`config.mk`:
```
export PLATFORM = sky130hd
export DESIGN_NAME = reorder_buffer_flat
export DESIGN_NICKNAME = d
export VERILOG_FILES = /design/src/rtl/reorder_buffer_if.sv /design/src/rtl/reorder_buffer.sv /design/src/flat_wrapper.sv
export SDC_FILE = /design/constraint.sdc
export NUM_CORES = 2
export LEC_CHECK = 0
export BUFFER_PORTS_ARGS = -buffer_cell sky130_fd_sc_hd__buf_2
export CORE_ASPECT_RATIO = 0.5
export CORE_MARGIN = 2
export CORE_UTILIZATION = 30
export DETAILED_ROUTE_END_ITERATION = 8
export PLACE_DENSITY = 0.48
export SLEW_MARGIN = 15
export SYNTH_ARGS = -nofsm -noshare
export SYNTH_HDL_FRONTEND = slang
export SYNTH_SLANG_ARGS = --single-unit
```
`constraint.sdc`:
```
create_clock -name clk_in -period 4.47 [get_ports clk_in]
set_input_delay 0.2235 -clock clk_in [delete_from_list [all_inputs] [get_ports clk_in]]
set_output_delay 0.2235 -clock clk_in [all_outputs]
set_load 0.01 [all_outputs]
```
`src/rtl/reorder_buffer_if.sv`:
```
// Reorder buffer bus: issue, CDB broadcast, two operand query ports,
// commit and flush. The master side is the core front end (dispatch / CDB
// arbiter / RS); the slave side is the reorder buffer itself.
interface reorder_buffer_if #(
    parameter int ROB_ADDR = 3
);
    // issue
    logic                issue_valid;
    logic [1:0]          issue_type;
    logic [4:0]          issue_rd;
    logic [31:0]         issue_pc;
    logic                issue_pred;
    logic                issue_ready;
    logic [31:0]         issue_value;
    logic [ROB_ADDR-1:0] issue_tag;
    logic                rob_full;

    // common data bus
    logic                cdb_valid;
    logic [ROB_ADDR-1:0] cdb_tag;
    logic [31:0]         cdb_value;
    logic                cdb_taken;
    logic [31:0]         cdb_target;

    // operand queries
    logic [ROB_ADDR-1:0] qa_tag;
    logic [ROB_ADDR-1:0] qb_tag;
    logic                qa_ready;
    logic                qb_ready;
    logic [31:0]         qa_value;
    logic [31:0]         qb_value;

    // retirement and redirect
    logic                commit_valid;
    logic [ROB_ADDR-1:0] commit_tag;
    logic [4:0]          commit_rd;
    logic [31:0]         commit_value;
    logic                commit_store;
    logic                flush;
    logic [31:0]         flush_pc;

    modport master (
        output issue_valid, issue_type, issue_rd, issue_pc, issue_pred, issue_ready, issue_value,
        input  issue_tag, rob_full,
        output cdb_valid, cdb_tag, cdb_value, cdb_taken, cdb_target,
        output qa_tag, qb_tag,
        input  qa_ready, qb_ready, qa_value, qb_value,
        input  commit_valid, commit_tag, commit_rd, commit_value, commit_store, flush, flush_pc
    );

    modport slave (
        input  issue_valid, issue_type, issue_rd, issue_pc, issue_pred, issue_ready, issue_value,
        output issue_tag, rob_full,
        input  cdb_valid, cdb_tag, cdb_value, cdb_taken, cdb_target,
        input  qa_tag, qb_tag,
        output qa_ready, qb_ready, qa_value, qb_value,
        output commit_valid, commit_tag, commit_rd, commit_value, commit_store, flush, flush_pc
    );
endinterface

```
`src/rtl/reorder_buffer.sv`:
```
// Circular reorder buffer for the Tomasulo core. Allocates a tag per issued
// instruction at the tail, captures CDB results, retires one entry per cycle
// from the head in program order and raises a flush on branch mispredict.
module reorder_buffer #(
    parameter int ROB_ADDR = 3
) (
    input  logic           clk_in,
    input  logic           rst_in,
    input  logic           rdy_in,
    reorder_buffer_if.slave rob
);
    localparam int DEPTH = 1 << ROB_ADDR;

    typedef logic [ROB_ADDR-1:0] tag_t;
    typedef logic [ROB_ADDR:0]   cnt_t;

    typedef enum logic [1:0] {
        T_REG    = 2'd0,
        T_STORE  = 2'd1,
        T_BRANCH = 2'd2,
        T_OTHER  = 2'd3
    } op_type_e;

    typedef struct packed {
        op_type_e    op;
        logic [4:0]  rd;
        logic [31:0] pc;
        logic        pred;
        logic [31:0] value;
        logic        taken;
        logic [31:0] target;
    } payload_t;

    // Control state: reset to empty
    logic [DEPTH-1:0] busy_q;
    logic [DEPTH-1:0] ready_q;
    tag_t             head_q;
    tag_t             tail_q;
    cnt_t             count_q;

    // Entry payload: only meaningful while the entry is busy
    payload_t         payload_q [DEPTH];

    // Registered outputs
    logic             commit_valid_q;
    tag_t             commit_tag_q;
    logic [4:0]       commit_rd_q;
    logic [31:0]      commit_value_q;
    logic             commit_store_q;
    logic             flush_q;
    logic [31:0]      flush_pc_q;

    logic             full;
    logic             commit_now;
    logic             mispredict;
    logic             issue_now;
    logic             cdb_hit;
    payload_t         head_entry;

    assign full = (count_q == cnt_t'(DEPTH));

    // Per-cycle decisions: what retires, whether it redirects, what is accepted
    always_comb begin
        // NOTE: combinational blocks use blocking '=', clocked blocks use '<=' only.
        head_entry = payload_q[head_q];
        commit_now = rdy_in & busy_q[head_q] & ready_q[head_q];
        mispredict = commit_now & (head_entry.op == T_BRANCH) & (head_entry.taken != head_entry.pred);
        // A mispredict in flight (this edge or just signalled) makes the issuing instruction wrong-path.
        issue_now  = rdy_in & rob.issue_valid & ~full & ~mispredict & ~flush_q;
        cdb_hit    = rdy_in & rob.cdb_valid & busy_q[rob.cdb_tag];
    end

    // Pointer, occupancy and per-entry busy/ready bookkeeping
    always_ff @(posedge clk_in or posedge rst_in) begin
        if (rst_in) begin
            busy_q  <= '0;
            ready_q <= '0;
            head_q  <= '0;
            tail_q  <= '0;
            count_q <= '0;
        end else if (mispredict) begin
            busy_q  <= '0;
            ready_q <= '0;
            head_q  <= '0;
            tail_q  <= '0;
            count_q <= '0;
        end else begin
            if (cdb_hit) begin
                ready_q[rob.cdb_tag] <= 1'b1;
            end
            if (commit_now) begin
                busy_q[head_q]  <= 1'b0;
                ready_q[head_q] <= 1'b0;
                head_q          <= head_q + tag_t'(1);
            end
            if (issue_now) begin
                busy_q[tail_q]  <= 1'b1;
                ready_q[tail_q] <= rob.issue_ready;
                tail_q          <= tail_q + tag_t'(1);
            end
            count_q <= count_q + cnt_t'(issue_now) - cnt_t'(commit_now);
        end
    end

    // Payload capture at issue and on CDB broadcast
    // NOTE: the payload array has no reset; busy/ready gate every use of it.
    always_ff @(posedge clk_in) begin
        if (cdb_hit) begin
            payload_q[rob.cdb_tag].value  <= rob.cdb_value;
            payload_q[rob.cdb_tag].taken  <= rob.cdb_taken;
            payload_q[rob.cdb_tag].target <= rob.cdb_target;
        end
        if (issue_now) begin
            payload_q[tail_q] <= '{
                op:     op_type_e'(rob.issue_type),
                rd:     rob.issue_rd,
                pc:     rob.issue_pc,
                pred:   rob.issue_pred,
                value:  rob.issue_value,
                taken:  1'b0,
                target: 32'd0
            };
        end
    end

    // Registered retirement pulses and redirect PC
    always_ff @(posedge clk_in or posedge rst_in) begin
        if (rst_in) begin
            commit_valid_q <= 1'b0;
            commit_tag_q   <= '0;
            commit_rd_q    <= '0;
            commit_value_q <= '0;
            commit_store_q <= 1'b0;
            flush_q        <= 1'b0;
            flush_pc_q     <= '0;
        end else begin
            commit_valid_q <= commit_now;
            commit_store_q <= commit_now & (head_entry.op == T_STORE);
            flush_q        <= mispredict;
            if (commit_now) begin
                commit_tag_q   <= head_q;
                commit_rd_q    <= (head_entry.op == T_REG) ? head_entry.rd : 5'd0;
                commit_value_q <= head_entry.value;
            end
            if (mispredict) begin
                flush_pc_q <= head_entry.taken ? head_entry.target : head_entry.pc + 32'd4;
            end
        end
    end

    // Operand lookup with same-cycle CDB bypass; non-busy tags read as not ready, zero
    always_comb begin
        // NOTE: every output gets a default first so no path leaves it unassigned (no latch).
        rob.qa_ready = 1'b0;
        rob.qa_value = 32'd0;
        rob.qb_ready = 1'b0;
        rob.qb_value = 32'd0;
        if (busy_q[rob.qa_tag]) begin
            if (rob.cdb_valid && rob.cdb_tag == rob.qa_tag) begin
                rob.qa_ready = 1'b1;
                rob.qa_value = rob.cdb_value;
            end else if (ready_q[rob.qa_tag]) begin
                rob.qa_ready = 1'b1;
                rob.qa_value = payload_q[rob.qa_tag].value;
            end
        end
        if (busy_q[rob.qb_tag]) begin
            if (rob.cdb_valid && rob.cdb_tag == rob.qb_tag) begin
                rob.qb_ready = 1'b1;
                rob.qb_value = rob.cdb_value;
            end else if (ready_q[rob.qb_tag]) begin
                rob.qb_ready = 1'b1;
                rob.qb_value = payload_q[rob.qb_tag].value;
            end
        end
    end

    assign rob.issue_tag    = tail_q;
    assign rob.rob_full     = full;
    assign rob.commit_valid = commit_valid_q;
    assign rob.commit_tag   = commit_tag_q;
    assign rob.commit_rd    = commit_rd_q;
    assign rob.commit_value = commit_value_q;
    assign rob.commit_store = commit_store_q;
    assign rob.flush        = flush_q;
    assign rob.flush_pc     = flush_pc_q;
endmodule

```
`src/flat_wrapper.sv`:
```
// flat-port wrapper written by rule: the top's interface ports become plain ports
module reorder_buffer_flat 
#(
    parameter int ROB_ADDR = 3
)
  (clk_in, rst_in, rdy_in, rob_issue_valid, rob_issue_type, rob_issue_rd, rob_issue_pc, rob_issue_pred, rob_issue_ready, rob_issue_value, rob_issue_tag, rob_rob_full, rob_cdb_valid, rob_cdb_tag, rob_cdb_value, rob_cdb_taken, rob_cdb_target, rob_qa_tag, rob_qb_tag, rob_qa_ready, rob_qb_ready, rob_qa_value, rob_qb_value, rob_commit_valid, rob_commit_tag, rob_commit_rd, rob_commit_value, rob_commit_store, rob_flush, rob_flush_pc);
  reorder_buffer_if #(.ROB_ADDR(ROB_ADDR)) rob_i ();
  input  logic clk_in;
  input  logic rst_in;
  input  logic rdy_in;
  input wire logic [$bits(rob_i.issue_valid)-1:0] rob_issue_valid;
  input wire logic [$bits(rob_i.issue_type)-1:0] rob_issue_type;
  input wire logic [$bits(rob_i.issue_rd)-1:0] rob_issue_rd;
  input wire logic [$bits(rob_i.issue_pc)-1:0] rob_issue_pc;
  input wire logic [$bits(rob_i.issue_pred)-1:0] rob_issue_pred;
  input wire logic [$bits(rob_i.issue_ready)-1:0] rob_issue_ready;
  input wire logic [$bits(rob_i.issue_value)-1:0] rob_issue_value;
  output wire logic [$bits(rob_i.issue_tag)-1:0] rob_issue_tag;
  output wire logic [$bits(rob_i.rob_full)-1:0] rob_rob_full;
  input wire logic [$bits(rob_i.cdb_valid)-1:0] rob_cdb_valid;
  input wire logic [$bits(rob_i.cdb_tag)-1:0] rob_cdb_tag;
  input wire logic [$bits(rob_i.cdb_value)-1:0] rob_cdb_value;
  input wire logic [$bits(rob_i.cdb_taken)-1:0] rob_cdb_taken;
  input wire logic [$bits(rob_i.cdb_target)-1:0] rob_cdb_target;
  input wire logic [$bits(rob_i.qa_tag)-1:0] rob_qa_tag;
  input wire logic [$bits(rob_i.qb_tag)-1:0] rob_qb_tag;
  output wire logic [$bits(rob_i.qa_ready)-1:0] rob_qa_ready;
  output wire logic [$bits(rob_i.qb_ready)-1:0] rob_qb_ready;
  output wire logic [$bits(rob_i.qa_value)-1:0] rob_qa_value;
  output wire logic [$bits(rob_i.qb_value)-1:0] rob_qb_value;
  output wire logic [$bits(rob_i.commit_valid)-1:0] rob_commit_valid;
  output wire logic [$bits(rob_i.commit_tag)-1:0] rob_commit_tag;
  output wire logic [$bits(rob_i.commit_rd)-1:0] rob_commit_rd;
  output wire logic [$bits(rob_i.commit_value)-1:0] rob_commit_value;
  output wire logic [$bits(rob_i.commit_store)-1:0] rob_commit_store;
  output wire logic [$bits(rob_i.flush)-1:0] rob_flush;
  output wire logic [$bits(rob_i.flush_pc)-1:0] rob_flush_pc;
  assign rob_i.issue_valid = rob_issue_valid;
  assign rob_i.issue_type = rob_issue_type;
  assign rob_i.issue_rd = rob_issue_rd;
  assign rob_i.issue_pc = rob_issue_pc;
  assign rob_i.issue_pred = rob_issue_pred;
  assign rob_i.issue_ready = rob_issue_ready;
  assign rob_i.issue_value = rob_issue_value;
  assign rob_issue_tag = rob_i.issue_tag;
  assign rob_rob_full = rob_i.rob_full;
  assign rob_i.cdb_valid = rob_cdb_valid;
  assign rob_i.cdb_tag = rob_cdb_tag;
  assign rob_i.cdb_value = rob_cdb_value;
  assign rob_i.cdb_taken = rob_cdb_taken;
  assign rob_i.cdb_target = rob_cdb_target;
  assign rob_i.qa_tag = rob_qa_tag;
  assign rob_i.qb_tag = rob_qb_tag;
  assign rob_qa_ready = rob_i.qa_ready;
  assign rob_qb_ready = rob_i.qb_ready;
  assign rob_qa_value = rob_i.qa_value;
  assign rob_qb_value = rob_i.qb_value;
  assign rob_commit_valid = rob_i.commit_valid;
  assign rob_commit_tag = rob_i.commit_tag;
  assign rob_commit_rd = rob_i.commit_rd;
  assign rob_commit_value = rob_i.commit_value;
  assign rob_commit_store = rob_i.commit_store;
  assign rob_flush = rob_i.flush;
  assign rob_flush_pc = rob_i.flush_pc;
  reorder_buffer #(.ROB_ADDR(ROB_ADDR)) u_core (.clk_in(clk_in), .rst_in(rst_in), .rdy_in(rdy_in), .rob(rob_i));
endmodule
```
### Word level (Yosys, flattened, before mapping)

Memories as Yosys holds them, arrays and structs flattened.
Cells that the tools add are included.

* output and inout bits: 145
* input port bits: 152
* bits in registers: 101
* memory bits (writable): 840
* memories kept: 1
* logic and storage cells: 113

Memories
* u_core.payload_q: words 8, bits a word 105, read ports 3, clocked after Yosys merged registers in 0, wr ports 2, line reorder_buffer.sv:42 `payload_t payload_q [DEPTH];`

* bitwise logic cells: 19
* equal/unequal tests: 6
* $add $sub $neg: 5
* $lt $le $gt $ge: 8
* multiplexer cells: 54
* reductions and logical operators: 8

Operators with widths (number)
* $mux 32: 7
* $mux 8: 10
* $add 32x3->32 const B: 1
* $bmux 1 s3: 7
* $lt 3x4->1 const B: 5
* $mux 1: 20
* $and 8x8->8: 2
* $or 8x8->8: 2
* $mux 3: 4
* $and 1x1->1: 11
* $demux 1 s3: 3
* $ge 3x1->1 const B: 3
* $bwmux 8: 1
* $not 8->8: 1
* $add 3x1->3 const B: 2
* $eq 3x3->1: 2
* $logic_and 1x1->1: 5
* $mux 5: 1
* $add 4x1->4: 1
* $eq 4x4->1 const B: 1
* $mux 4: 1
* $reduce_bool 2->1: 2
* $sub 4x1->4: 1
* $not 1->1: 3
* other kinds (4): 4

### Logic depth before layout (Yosys ltp)

* depth in word-level cells: 13
* gate-level depth with buffers: 16

### Least setup slack after synthesis

Ideal clock, no wire load.

* kind: register -> register
* start point: reg u_core.head_q[0]
* end point: mem u_core.payload_q[0][100] in the netlist's numbering (enable)
* slack: 0.305 ns
* setup time: 0.420 ns
* cell stages (with the launch flop): 12
* data arrival time: 3.745 ns
* path through: dfrtp_1 -> buf_6 -> buf_12 -> mux4_2 -> mux2i_1 -> xnor2_1 -> or4_1 -> clkbuf_1 -> nand3_2 -> inv_1 -> buf_2 -> buf_1

RTL lines
* from (decl): line reorder_buffer.sv:37 `tag_t head_q;`
* from (signal assigned): line reorder_buffer.sv:94 `head_q <= head_q + tag_t'(1);`
* to (decl): line reorder_buffer.sv:42

==> reports/qor.csv <==
stage;metric;value;unit
status;status;finished, final reports clean;
sta;min cycle time layout;4.18;ns
power_and_ir_drop;Sw Pwr;0.0120;W
yosys;top_reg_cell synth;edfxtp_1;
min_path;Hold EP;u_core.rob.issue_tag[0];
setup_path;Worst R2R Start;u_core.head_q[0];
power_and_ir_drop;Sw Ratio;37.0;%
cells_and_area;register area;0.0251;sq mm
yosys;area share of the largest cell type after synthesis;36.9;%
cells_and_area;Multi-input gate area;0.0199;sq mm
route;Residual DRC;0;
yosys;Mapped Cells;4430;
sta;Fmax;239;MHz
cells_and_area;nets;4859;
setup_path;reg2reg path depth;11;
route;DRT iter0 DRCs;4206;
clocking;Worst-path clk slew;0.07;ns
cells_and_area;Post-Layout Cell Count;6872;
die;die area;0.159;sq mm
yosys;Synth area leader;edfxtp_1;
power_and_ir_drop;VDD IR-drop max;0.000353;V
global_route;global-route wire length before repair;263000;microns
yosys;synth cell count leaders;nand2_1 (1154), edfxtp_1 (576), a21oi_1 (422);
power_and_ir_drop;LEAKAGE;20.2;nW
job;Max-cap violations;0;
die;total I/O pin count;297;
min_path;Hold Path Depth;6;
global_route;initial antenna violation count;14;
setup_path;critical path class;register to register;
die;Starting Density;30.2;%
setup_path;R2R setup slack;0.29;ns
yosys;Syn Area/Cell;10.6;sq um
yosys;number of flops mapped to enable cells by yosys;576;
yosys;count leader, synth;nand2_1;
place;Placer Congestion;0.845;
global_route;vias in the first global route;36800;
sta;hold_ws;0.131;ns
clocking;later-pin clock latency in the skew report;0.75;ns
global_route;GRT Overall Usage;22.4;%
setup_path;RR Endpoint;u_core.payload_q[2][42];
yosys;post-synth cell types;75;
setup_path;arrival time worst endpoint;4.64;ns
sta;skew final;0.0350;ns
power_and_ir_drop;clock network fraction of total power;27.0;%
die;Cell Rows;102;
yosys;yosys warns;0;
sta;Fin. Hold Viols;0;
min_path;Hold WC Path Type;primary input to register;
yosys;Synth area leaders;edfxtp_1 (37%), dfxtp_1 (11%), mux4_2 (10%), nand2_1 (9.2%), dfrtp_1 (5.4%);
sta;Period Utilization, post-route;93.4;%
setup_path;worst path required time;4.94;ns
power_and_ir_drop;Power per Cell Area;579;mW/mm^2
yosys;#FFs+latches synth;941;
die;Die Width;563;microns
yosys;synthesized cell area;0.0468;sq mm
route;vias;37300;
clocking;# resized after CTS;0;
power_and_ir_drop;Seq pwr share;38.0;%
clocking;CTS tree;yes;
min_path;Hold Crit Start;rob_issue_valid;
clocking;Post-CTS Setup Bufs;0;
yosys;register area share after synthesis;53.6;%
yosys;Syn Nets;4591;
die;Die Ht;283;microns
sta;Worst slew margin;30.0;%
global_route;grt total ovfl;0;
clocking;Clock Path Buffers;3;
setup_path;Worst Setup End Kind;register;
route;Routed Antenna Nets;0;
route;routed wire length;183000;microns
clocking;H-tree levels;3;
clocking;clock sink total;941;
route;drt wl/cell;26.6;microns
power_and_ir_drop;Comb pwr share;35.0;%
cells_and_area;# fillers;15300;
setup_path;startpoint types;register;
route;Pre-Repair DR Iteration Count;6;
cells_and_area;cell area after layout;0.0560;sq mm
route;DR vias/cell;5.43;
yosys;Synth async-reset ratio;10.7;%
sta;RSZ-0062 raised after global routing;no;
place;placed standard-cell area;0.0509;sq mm
die;CORE AREA;0.155;sq mm
sta;Final Max Tran Viols;0;
sta;final setup vio count;0;
sta;Worst Max-Slew Pin Slew;1.04;ns
cells_and_area;synthesis-to-finish area growth;19.6;%
place;HPWL Detailed;109000;microns
global_route;largest net degree at the start of global routing;97;
setup_path;worst-path fanout max;24;
power_and_ir_drop;Pwr Total;0.0324;W
cells_and_area;layout cells sized above 1;20.0;%
place;IO Port Bufs;296;
clocking;Num CTS Buffers;96;
place;Placed Cells incl. Taps;6508;
power_and_ir_drop;internal power;0.0204;W
sta;Total Neg Setup Slack;0;ns
clocking;CTS root buf;clkbuf_16;
==> routing by layer <==
metal | global-route usage [%] | wire length [microns] | up-vias
met5 | 0 | 34 | -
met3 | 3.70 | 12700 | 309
met2 | 36.0 | 85500 | 1623
met1 | 30.5 | 78400 | 18900
li1 | - | - | 16500
met4 | 7.89 | 5880 | 6
==> critical path, cell delays in order, from the launching register on <==
cell and delay [ns]:
dfrtp_4 0.73, buf_4 0.27, mux4_2 0.55, mux2i_4 0.17, xnor2_1 0.08, or4_2 0.74, nand3_2 0.25, inv_4 0.07
buf_4 0.29, nand2_1 0.13, nand2_1 0.05, dlygate4sd3_1 0.56
==> per-stage QoR <==
stage	utilization, %	setup WS (ns)
4_1_cts	36.1	0.302
3_3_place_gp	32.8	0.613
2_1_floorplan	-	0.305
6_report	36.1	0.294
3_5_place_dp	32.8	0.618
5_1_grt	36.1	0.118
==> placed cells by master, fill, tap and decap left out, types with 12 or more instances in the layout <==
master	count
a22oi_1	49
nand2_1	1144
nor3_1	19
edfxtp_1	576
dfrtp_1	98
buf_4	109
o22ai_1	49
a211oi_1	65
dlygate4sd3_1	172
clkbuf_1	18
nor2_1	219
o21ai_0	193
clkbuf_16	101
or3_1	12
dfxtp_1	264
buf_2	292
buf_12	40
mux2_2	83
mux2i_1	214
xnor2_1	19
a21oi_1	422
mux4_2	210
clkinv_2	27
nand3_1	144
==> what timing repair did <==
action,CTS,global route
endpoints found under the hold margin,906,0
endpoints found under the setup margin,0,0
hold buffers,172,0
==> cells by family after synthesis <==
logic type      after synthesis  synth area share (%)
buf+inv                     464                  4.10
compound gates              845                  10.3
simple gates               1626                  14.1
xor+xnor                     28                 0.524
flops                       941                  53.6
mux                         517                  17.2
fa+ha+maj                     9                 0.256
==> state kept, by name, summed over array words and instances, names as in the netlist <==
signal,flops
u_core.rob.commit_valid,1
u_core.rob.commit_value,32
u_core.count_q,4
u_core.rob.issue_tag,3
u_core.head_q,3
u_core.rob.commit_store,1
u_core.rob.commit_tag,3
u_core.rob.flush,1
u_core.ready_q,8
u_core.payload_q,840
u_core.rob.flush_pc,32
u_core.busy_q,8
u_core.rob.commit_rd,5
==> area by class of cell <==
| cell class | instances | share of cell area [%] |
|---|---|---|
| Clock inverter | 54 | 1.21 |
| Tap cell | 2080 | 4.65 |
| Multi-Input combinational cell | 3025 | 35.6 |
| Timing Repair Buffer | 613 | 8.57 |
| Sequential cell | 941 | 44.9 |
| Clock buffer | 128 | 4.85 |
| Antenna cell | 10 | 0.0447 |
| Inverter | 21 | 0.214 |
==> power groups by stage <==
| stage | clock (W) | combinational (W) | sequential (W) |
|---|---|---|---|
| finish | 0.00876 | 0.0114 | 0.0123 |
| global route | 0.00922 | 0.0122 | 0.0125 |
| CTS | 0.00889 | 0.0114 | 0.0123 |
| detailed placement | 0 | 0.0112 | 0.0125 |
| global placement | 0 | 0.0111 | 0.0124 |
| floorplan | 0 | 0.00703 | 0.0121 |
==> worst max-delay path by stage <==
stage,slack [ns],end,cells after the start,start
finish,0.29,u_core.payload_q[2][42],11,u_core.head_q[0]
global route,0.12,u_core.payload_q[2][42],11,u_core.head_q[0]
CTS,0.30,u_core.payload_q[2][42],11,u_core.head_q[0]
detailed placement,0.62,u_core.rob.flush_pc[29],9,u_core.head_q[0]
global placement,0.61,u_core.count_q[2],11,u_core.head_q[0]
floorplan,0.30,u_core.payload_q[0][100],11,u_core.head_q[0]
Note: power is estimated with default switching activity, not from simulation.
